==> src/rtl/tbeb_dec.sv <==
// 8b10b symbol decoder: byte/K decode, running-disparity tracking and error flags.
// Optional word-sync FSM compiled in with TBEB_SYNC_FSM_EN; otherwise sync is tied high.
`timescale 1ns/1ps
module tbeb_dec (
    input  logic       clk,
    input  logic       reset,
    input  logic       in_valid,
    input  logic [9:0] tb,
    output logic       out_valid,
    output logic [7:0] eb,
    output logic       k,
    output logic       rd,
    output logic       code_err,
    output logic       disp_err,
    output logic       sync
);
    localparam int unsigned W6 = 6;
    localparam int unsigned W4 = 4;

    logic [W6-1:0] s6;
    logic [W4-1:0] s4, f4;
    logic [2:0]    w6, w4, y3;
    logic [4:0]    x5;
    logic          k28, bad6, bad4;
    logic          alt4, p7, kneg, kpos, bad_alt, bad_p7;
    logic          ex6_def, ex6_val, rq4_def, rq4_val, combo_err;
    logic          fp6, fn6, fp4, fn4, rd_mid, de6, de4;
    logic          code_err_c, disp_err_c, k_c, rd_c;
    logic [7:0]    eb_c;

    assign s6 = tb[9:4];
    assign s4 = tb[3:0];
    assign w6 = 3'(s6[0]) + 3'(s6[1]) + 3'(s6[2]) + 3'(s6[3]) + 3'(s6[4]) + 3'(s6[5]);
    assign w4 = 3'(s4[0]) + 3'(s4[1]) + 3'(s4[2]) + 3'(s4[3]);

    // 5b/6b table, both disparity forms map to the same EDCBA
    always_comb begin
        x5   = 5'd0;
        k28  = 1'b0;
        bad6 = 1'b0;
        case (s6)
            6'b100111, 6'b011000: x5 = 5'd0;
            6'b011101, 6'b100010: x5 = 5'd1;
            6'b101101, 6'b010010: x5 = 5'd2;
            6'b110001:            x5 = 5'd3;
            6'b110101, 6'b001010: x5 = 5'd4;
            6'b101001:            x5 = 5'd5;
            6'b011001:            x5 = 5'd6;
            6'b111000, 6'b000111: x5 = 5'd7;
            6'b111001, 6'b000110: x5 = 5'd8;
            6'b100101:            x5 = 5'd9;
            6'b010101:            x5 = 5'd10;
            6'b110100:            x5 = 5'd11;
            6'b001101:            x5 = 5'd12;
            6'b101100:            x5 = 5'd13;
            6'b011100:            x5 = 5'd14;
            6'b010111, 6'b101000: x5 = 5'd15;
            6'b011011, 6'b100100: x5 = 5'd16;
            6'b100011:            x5 = 5'd17;
            6'b010011:            x5 = 5'd18;
            6'b110010:            x5 = 5'd19;
            6'b001011:            x5 = 5'd20;
            6'b101010:            x5 = 5'd21;
            6'b011010:            x5 = 5'd22;
            6'b111010, 6'b000101: x5 = 5'd23;
            6'b110011, 6'b001100: x5 = 5'd24;
            6'b100110:            x5 = 5'd25;
            6'b010110:            x5 = 5'd26;
            6'b110110, 6'b001001: x5 = 5'd27;
            6'b001110:            x5 = 5'd28;
            6'b001111, 6'b110000: begin x5 = 5'd28; k28 = 1'b1; end
            6'b101110, 6'b010001: x5 = 5'd29;
            6'b011110, 6'b100001: x5 = 5'd30;
            6'b101011, 6'b010100: x5 = 5'd31;
            default:              bad6 = 1'b1;
        endcase
    end

    // K28 in its RD+ form carries an inverted 4b block
    assign f4 = (s6 == 6'b110000) ? ~s4 : s4;

    always_comb begin
        y3   = 3'd0;
        bad4 = 1'b0;
        case (f4)
            4'b1011, 4'b0100:                   y3 = 3'd0;
            4'b1001:                            y3 = 3'd1;
            4'b0101:                            y3 = 3'd2;
            4'b1100, 4'b0011:                   y3 = 3'd3;
            4'b1101, 4'b0010:                   y3 = 3'd4;
            4'b1010:                            y3 = 3'd5;
            4'b0110:                            y3 = 3'd6;
            4'b1110, 4'b0001, 4'b0111, 4'b1000: y3 = 3'd7;
            default:                            bad4 = 1'b1;
        endcase
    end

    // A7 only where P7 would build a run of five, or on the K.x.7 codes
    assign alt4 = (s4 == 4'b0111) || (s4 == 4'b1000);
    assign p7   = (s4 == 4'b1110) || (s4 == 4'b0001);
    assign kneg = (s6 == 6'b000101) || (s6 == 6'b001001) || (s6 == 6'b010001) ||
                  (s6 == 6'b100001) || (s6 == 6'b110000);
    assign kpos = (s6 == 6'b111010) || (s6 == 6'b110110) || (s6 == 6'b101110) ||
                  (s6 == 6'b011110) || (s6 == 6'b001111);
    assign bad_alt = alt4 && !((s4 == 4'b0111 && (s6[1:0] == 2'b11 || kneg)) ||
                               (s4 == 4'b1000 && (s6[1:0] == 2'b00 || kpos)));
    assign bad_p7  = p7 && (k28 || (s4 == 4'b1110 && s6[1:0] == 2'b11) ||
                                   (s4 == 4'b0001 && s6[1:0] == 2'b00));

    assign fp6 = (s6 == 6'b000111);
    assign fn6 = (s6 == 6'b111000);
    assign fp4 = (s4 == 4'b0011);
    assign fn4 = (s4 == 4'b1100);

    // Sub-block pairs that no entry disparity can produce
    assign ex6_def   = (w6 != 3'd3) || fp6 || fn6;
    assign ex6_val   = (w6 > 3'd3) || fp6;
    assign rq4_def   = (w4 != 3'd2) || fp4 || fn4;
    assign rq4_val   = (w4 < 3'd2) || fp4;
    assign combo_err = ex6_def && rq4_def && (ex6_val != rq4_val);

    assign code_err_c = bad6 | bad4 | combo_err | bad_alt | bad_p7;
    assign k_c        = !code_err_c && (k28 || (alt4 && (kneg || kpos)));
    assign eb_c       = code_err_c ? 8'h00 : {y3, x5};

    // Running disparity, 6b block then 4b block
    assign de6    = (w6 == 3'd4 && rd) || (w6 == 3'd2 && !rd) || (fp6 && !rd) || (fn6 && rd);
    assign rd_mid = ((w6 > 3'd3) || fp6) ? 1'b1 : ((w6 < 3'd3) || fn6) ? 1'b0 : rd;
    assign de4    = (w4 == 3'd3 && rd_mid) || (w4 == 3'd1 && !rd_mid) ||
                    (fp4 && !rd_mid) || (fn4 && rd_mid);
    assign rd_c   = ((w4 > 3'd2) || fp4) ? 1'b1 : ((w4 < 3'd2) || fn4) ? 1'b0 : rd_mid;
    assign disp_err_c = de6 | de4;

    always_ff @(posedge clk or negedge reset) begin
        if (!reset) begin
            out_valid <= 1'b0;
            eb        <= 8'h00;
            k         <= 1'b0;
            rd        <= 1'b0;
            code_err  <= 1'b0;
            disp_err  <= 1'b0;
        end else begin
            out_valid <= in_valid;
            if (in_valid) begin
                eb       <= eb_c;
                k        <= k_c;
                rd       <= rd_c;
                code_err <= code_err_c;
                disp_err <= disp_err_c;
            end
        end
    end

`ifdef TBEB_SYNC_FSM_EN
    typedef enum logic [1:0] {ST_LOS, ST_ACQ, ST_SYNC} sync_state_t;

    sync_state_t state;
    logic [2:0]  err_cnt;
    logic [3:0]  good_cnt;
    logic        err_c, comma_c;

    assign err_c   = code_err_c | disp_err_c;
    assign comma_c = k28 && !code_err_c && (y3 == 3'd1 || y3 == 3'd5 || y3 == 3'd7);

    // sync is registered from the state reached by the same symbol
    always_ff @(posedge clk or negedge reset) begin
        if (!reset) begin
            state    <= ST_LOS;
            err_cnt  <= 3'd0;
            good_cnt <= 4'd0;
            sync     <= 1'b0;
        end else if (in_valid) begin
            case (state)
                ST_LOS: begin
                    sync <= 1'b0;
                    if (!err_c && comma_c) state <= ST_ACQ;
                end
                ST_ACQ: begin
                    sync <= 1'b0;
                    if (err_c) begin
                        state <= ST_LOS;
                    end else if (comma_c) begin
                        state    <= ST_SYNC;
                        err_cnt  <= 3'd0;
                        good_cnt <= 4'd0;
                        sync     <= 1'b1;
                    end
                end
                ST_SYNC: begin
                    sync <= 1'b1;
                    if (err_c) begin
                        good_cnt <= 4'd0;
                        if (err_cnt == 3'd3) begin
                            state   <= ST_LOS;
                            err_cnt <= 3'd0;
                            sync    <= 1'b0;
                        end else begin
                            err_cnt <= err_cnt + 3'd1;
                        end
                    end else if (good_cnt == 4'd15) begin
                        good_cnt <= 4'd0;
                        err_cnt  <= 3'd0;
                    end else begin
                        good_cnt <= good_cnt + 4'd1;
                    end
                end
                default: begin
                    state <= ST_LOS;
                    sync  <= 1'b0;
                end
            endcase
        end
    end
`else
    assign sync = 1'b1;
`endif

endmodule

==> config.mk <==
export PLATFORM = sky130hd
export DESIGN_NAME = tbeb_dec
export DESIGN_NICKNAME = d
export VERILOG_FILES = /design/src/rtl/tbeb_dec.sv
export SDC_FILE = /design/constraint.sdc
export NUM_CORES = 1
export LEC_CHECK = 0
export CAP_MARGIN = 40
export CORE_UTILIZATION = 57
export CTS_CLUSTER_DIAMETER = 150
export DETAILED_ROUTE_END_ITERATION = 7
export GPL_TIMING_DRIVEN = 0
export PLACE_DENSITY = 0.82
export SLEW_MARGIN = 20
export SYNTH_ARGS = -nofsm -noshare
export SYNTH_HDL_FRONTEND = slang
export SYNTH_SLANG_ARGS = --single-unit
==> constraint.sdc <==
create_clock -name clk -period 1.5 [get_ports clk]
set_clock_uncertainty 0.05 [all_clocks]
set_input_delay 0.225 -clock clk [delete_from_list [all_inputs] [get_ports clk]]
set_output_delay 0.225 -clock clk [all_outputs]
set_load 0.03 [all_outputs]
==> results of run 1 <==
-- through the flow --
| step | hold slack, ns | TNS, ns | utilization (%) | instance area, µm² | cells |
|---|---|---|---|---|---|
| floorplan | -0.1206 | -18.54 | - | 2087 | 266 |
| global placement | 0.4138 | -26.86 | 69.82 | 2385 | 336 |
| detailed placement | 0.4225 | -27.04 | 69.82 | 2385 | 336 |
| CTS | 0.2706 | -19.91 | 72.27 | 2469 | 344 |
| global route | 0.2966 | -20.13 | 72.75 | 2485 | 345 |
| finish | 0.2502 | -19.13 | 72.75 | 2485 | 345 |
-- timing repair --
| action | CTS | global route |
|---|---|---|
| resized for setup | 36 | 4 |
| pin swaps | 7 | 6 |
| endpoints found under the hold margin | 0 | 0 |
| setup buffers | 4 | 1 |
| endpoints found under the setup margin | 25 | 12 |
-- cell families (layout without fill, tap and decap cells) --
family / count (synthesis) / after routing / synth area share, %
buffers and inverters: 49 / 82 / 10.44
muxes: 13 / 13 / 6.303
and+or+nand+nor: 94 / 94 / 28.03
DFF: 13 / 13 / 15.61
other: 1 / 1 / 0.1799
adders and majority gates: 16 / 16 / 11.04
xor gates and xnor gates: 3 / 3 / 1.261
AOI/OAI and AO/OA: 77 / 77 / 27.13
-- routing by layer --
layer	vias up	part of all wire, %	GRT usage [%]
li1	1046	-	-
met1	1045	43	42.71
met2	122	46	50.14
met3	13	9.4	4.927
met4	0	1.8	7.849
met5	-	0	0
-- flip-flops by register name, summed over array words and instances (netlist names) --
register / count
eb: 8
code_err: 1
disp_err: 1
k: 1
out_valid: 1
rd: 1
-- worst min-delay path by stage --
stage / startpoint / to / cells after the start
after floorplan: reset / code_err / 0
after global routing: reset / eb[6] / 1
after global placement: code_err / code_err / 1
final: reset / k / 1
after detailed placement: code_err / code_err / 1
after CTS: reset / eb[7] / 1
-- cell usage after synthesis, types with 2 or more instances --
master and n:
nand3b_1 11, nor4_1 2, o32ai_1 2, o31ai_1 2
a21oi_1 16, or3b_2 6, a31oi_1 3, nor3b_1 3
nand2_1 20, xnor2_1 3, o2111ai_1 3, o21ai_0 9
and4b_1 2, nor2_1 9, clkbuf_1 9, nand2b_1 7
a22o_1 2, nor2b_1 4, buf_4 2, buf_6 2
dfrtp_1 13, nand3_1 6, a221o_1 2, ha_1 12
inv_1 25, fa_1 4, a211oi_1 5, nand4_1 2
nor3_1 8, buf_2 9, nand4bb_1 2, mux2i_1 12
nand4b_1 4, o22ai_1 15
-- layout by cell type, fill, tap and decap left out, types with 4 or more instances in the layout --
| cell type | count |
|---|---|
| nand3b_1 | 11 |
| o21ai_0 | 9 |
| a21oi_1 | 16 |
| buf_4 | 6 |
| buf_2 | 10 |
| nand4b_1 | 4 |
| inv_1 | 25 |
| nor2_1 | 9 |
| nand2b_1 | 7 |
| nor2b_1 | 4 |
| or3b_2 | 6 |
| dlygate4sd2_1 | 13 |
| dfrtp_1 | 13 |
| nand3_1 | 6 |
| ha_1 | 11 |
| nor3_1 | 8 |
| clkdlybuf4s50_1 | 7 |
| mux2i_1 | 12 |
| clkbuf_1 | 10 |
| nand2_1 | 20 |
| fa_1 | 4 |
| o22ai_2 | 7 |
| o22ai_1 | 8 |
| a211oi_1 | 5 |
-- final cells by class --
class                   count  share of cell area (%)
repair buffers             29                   10.62
inverters                  26                   3.927
clock buffers               4                   1.057
well taps                  46                   2.316
multi-input cells         204                   63.90
plain buffers              23                   5.086
flip-flops and latches     13                   13.09
-- critical path, delay by kind of cell --
family | cells | cell delay [ns]
simple gates | 1 | 0.08
fa+ha+maj | 4 | 1.68
buf+inv | 3 | 0.20
compound gates | 4 | 1.16
-- power breakdown --
part	switching [µW]	leakage (µW)	internal, µW
Combinational	606	0.000869	426
Sequential	40.9	0.000166	416
Clock	121	0.0000150	103
==> results.json, run 1 <==
{
  "fin_ws_ns": -1.687,
  "slowest_delay_ns": 0.53,
  "reg2reg_from": "rd",
  "clk_pin_slew_ns": 0.09,
  "final_max_slew_viol_count": 0,
  "fp.dieH_um": 62.48,
  "reg2reg_depth": 5,
  "seq_area_um2": 325.3,
  "grt_max_degree": 14,
  "initial_core_util_pct": 61.03,
  "syn_avg_cell_area_um2": 7.836,
  "max-cap-violations": 0,
  "worst-r2r-setup-slack_ns": -0.22,
  "hold_viol": 0,
  "path_cells": "buf_8 > fa_1 > inv_1 > fa_1 > inv_1 > ha_2 > fa_1 > nand2_1 > o31a_1 > a2111oi_4 > o211ai_4 > o32ai_2",
  "crit_type": "input pin to flip-flop",
  "ys_ff_latch": 13,
  "cts_tree": "built",
  "dp_hpwl_um": 4301,
  "firstDrtPassIters": 5,
  "arrival_ns": 3.33,
  "coreArea_um2": 3416,
  "ys_dominant_reg_cell": "dfrtp_1",
  "nNetsFinal": 329,
  "viasPerCell": 6.452,
  "slowest_stage": "fa_1",
  "netlist_area_um2": 2084,
  "die_w_um": 62.48,
  "critPathCaptureType": "flip-flop",
  "cp-start-kind": "input pin",
  "n_fill_cell": 286,
  "cts.sinks": 13,
  "worst_slew_pin_slew_ns": 0.7190,
  "setup_violations": 12,
  "grt-ovfl-total": 0,
  "rsz0062_at_grt": "true",
  "grt_pass1_vias": 2129,
  "worstSkewPairLatency_ns": 0.29,
  "die-area_um2": 3903,
  "synth_seq_area_share_pct": 15.61,
  "ys_async_sr_fraction_pct": 100.0,
  "synth_area_leader_cell": "dfrtp_1",
  "violations": "negative setup slack",
  "ys_top_cells_by_area": "dfrtp_1 16%, ha_1 7.2%, mux2i_1 5.8%",
  "area_growth_pct": 19.21,
  "core.rowCount": 21,
  "vias": 2226,
  "first_iter_violations": 206,
  "yosysWarnings": 0,
  "cts_buffers": 3,
  "cellLeakagePower_uw": 0.001050,
  "vdd_drop_max_v": 0.0008000,
  "relSlewSlack_pct": 51.70,
  "grt_usage_pct": 30.95,
  "cts.root.buffer_cell": "clkbuf_4",
  "hold_path.class": "input pin to asynchronous set/reset pin",
  "finalCriticalPeriod_ns": 3.187,
  "wl_per_cell_um": 16.82,
  "dp_slack_ns": -2.448,
  "gp_congestion": 0.9278,
  "cpMostUsedCell": "fa_1",
  "synth_cell_types": 64,
  "r2r_end": "disp_err",
  "hold_buffers": 0,
  "clk_path_buf_depth": 2,
  "p_per_area_nw_per_um2": 689.1,
  "multiInputGateArea_um2": 1588,
  "crit_path_end": "eb[5]",
  "synth_cells": 266,
  "crit_fanout": 4,
  "ios": 27,
  "synth_top_area_share_pct": 15.61,
  "synth_edf_count": 0,
  "final_antenna_net_count": 0,
  "drive_gt1_share_pct": 16.39,
  "outcome": "finished, violations left",
  "htree_levels": 1,
  "io_buffers": 24,
  "n_antenna_cell": 0,
  "post-route-drc-count": 0,
  "antenna_found_initial": 0,
  "drt_wl_total_um": 5804,
  "grt_pass1_wl_um": 9936,
  "synth_fp_nets": 295,
  "finalCritPeriodShare_pct": 212.5,
  "cp.required_ns": 1.64,
  "cp-startpoint": "tb[4]",
  "fmax_ghz": 0.3138,
  "power.total_uw": 1712
}
Power figures use the tool's default switching activity.
==> inputs of run 2 (changes only) <==
CAP_MARGIN = 10   (was 40)
PLACE_DENSITY = not set   (was 0.82)
PLACE_DENSITY_LB_ADDON = 0.1   (was not set)
==> results.json, run 2 (synthesized netlist as in run 1, its figures left out) <==
{
  "relSlewSlack_pct": 53.91,
  "first_iter_violations": 219,
  "max-cap-violations": 0,
  "drive_gt1_share_pct": 14.05,
  "cp-startpoint": "tb[4]",
  "hold_path.class": "input pin to asynchronous set/reset pin",
  "hold_buffers": 0,
  "vdd_drop_max_v": 0.0005348,
  "combPwrFrac_pct": 59.9,
  "whs_ns": 0.2661,
  "crit_type": "input pin to flip-flop",
  "area_growth_pct": 17.29,
  "seq_power_share_pct": 27.1,
  "p_switching_uw": 751.5,
  "cts.sinks": 13,
  "worstSkewPairLatency_ns": 0.27,
  "fp.dieH_um": 62.48,
  "crit_fanout": 5,
  "hold_viol": 0,
  "cellLeakagePower_uw": 0.001034,
  "internal-power_uw": 928.5,
  "dp_hpwl_um": 4334,
  "stdcell_count": 345,
  "die-area_um2": 3903,
  "firstDrtPassIters": 5,
  "p_per_area_nw_per_um2": 687.2,
  "r2r_end": "disp_err",
  "post-route-drc-count": 0,
  "fin_ws_ns": -1.682,
  "mostFrequentLayoutCells": "25 x inv_1, 20 x nand2_1, 15 x a21oi_1, 15 x o22ai_1",
  "initial_core_util_pct": 61.03,
  "vias": 2243,
  "cts_buffers": 3,
  "reg2reg_depth": 5,
  "grt_pass1_vias": 2078,
  "gp_congestion": 0.9358,
  "outcome": "finished, violations left",
  "drt_wl_total_um": 5828,
  "met3_wirelength_um": 493,
  "die_w_um": 62.48,
  "n_fill_cell": 287,
  "nNetsFinal": 329,
  "largest_reg_flops": 8,
  "grt_pass1_wl_um": 9791,
  "arrival_ns": 3.33,
  "finalSetupTns_ns": -18.86,
  "worst_slew_pin_slew_ns": 0.6860,
  "place_area_um2": 2385,
  "ios": 27,
  "regMostFlops": "eb",
  "clk_pin_slew_ns": 0.09,
  "final_antenna_net_count": 0,
  "setup_violations": 12,
  "clk_path_buf_depth": 2,
  "cp-start-kind": "input pin",
  "rsz0062_at_grt": "true",
  "core.rowCount": 21,
  "grt-ovfl-total": 0,
  "final_max_slew_viol_count": 0,
  "grt_max_degree": 14,
  "dpl.cell_count": 336,
  "swShare_pct": 44.73,
  "reg2reg_from": "rd",
  "grt_usage_pct": 31.10,
  "wl_met2_um": 2702,
  "wl_per_cell_um": 16.89,
  "critPathCaptureType": "flip-flop",
  "worst-r2r-setup-slack_ns": -0.17,
  "wl_met1_um": 2507,
  "coreArea_um2": 3416,
  "finalCritPeriodShare_pct": 212.2,
  "power.total_uw": 1680,
  "htree_levels": 1,
  "finalCriticalPeriod_ns": 3.182,
  "layout_commonest_cell": "inv_1",
  "fin_area_um2": 2445,
  "cts.root.buffer_cell": "clkbuf_4",
  "violations": "negative setup slack",
  "power_frac_clock_pct": 13.0,
  "n_antenna_cell": 0,
  "top_layer_used": "met4",
  "viasPerCell": 6.501,
  "io_buffers": 24,
  "fmax_ghz": 0.3142,
  "cp.required_ns": 1.65,
  "antenna_found_initial": 0,
  "cts_tree": "built"
}
-- run 2: routing by layer --
metal	GRT usage, %	vias up
li1	-	1054
met1	41.30	1053
met2	50.82	123
met3	5.292	13
met4	10.47	0
met5	0	-
-- run 2: final cells by class --
type	count	area (µm²)	area share, %
Clock buffer	4	26.28	1.075
Inverter	26	97.59	3.992
Tap cell	46	57.56	2.354
Timing Repair Buffer	28	251.5	10.29
Multi-Input combinational cell	205	1560	63.82
Sequential cell	13	325.3	13.31
Buffer	23	126.4	5.169
-- run 2: timing repair --
action / CTS / global route
setup buffers: 2 / 2
gates resized for setup: 31 / 3
pin swaps: 9 / 5
cloned: 1 / 0
endpoints found under the setup margin: 25 / 12
-- run 2: worst max path at each step --
stage	end	cells past startpoint	slack (ns)
floorplan	eb[5]	11	-1.72
global placement	eb[5]	12	-2.40
detailed placement	eb[5]	12	-2.42
CTS	eb[5]	12	-1.82
global route	eb[5]	13	-1.80
finish	eb[5]	13	-1.68
-- run 2: metrics by stage --
step | util [%] | setup WS [ns]
after floorplan | - | -1.717
after detailed placement | 69.82 | -2.416
after global routing | 71.58 | -1.803
after global placement | 69.82 | -2.401
final | 71.58 | -1.682
after CTS | 70.92 | -1.816
-- run 2: worst max-delay path, cell delays in order --
cell and delay (ns):
buf_8 0.10, fa_1 0.52, inv_1 0.05, fa_1 0.47
inv_1 0.05, ha_2 0.17, fa_1 0.51, nand2_1 0.08
o31a_1 0.31, a2111oi_4 0.29, buf_4 0.19, o211ai_4 0.11
o32ai_2 0.25
-- run 2: power by group through the flow --
stage	Combinational (µW)	Sequential, µW	Clock (µW)
floorplan	541	591	0
CTS	968	455	225
finish	1010	455	218
detailed placement	981	464	0
global route	1090	463	246
global placement	969	461	0
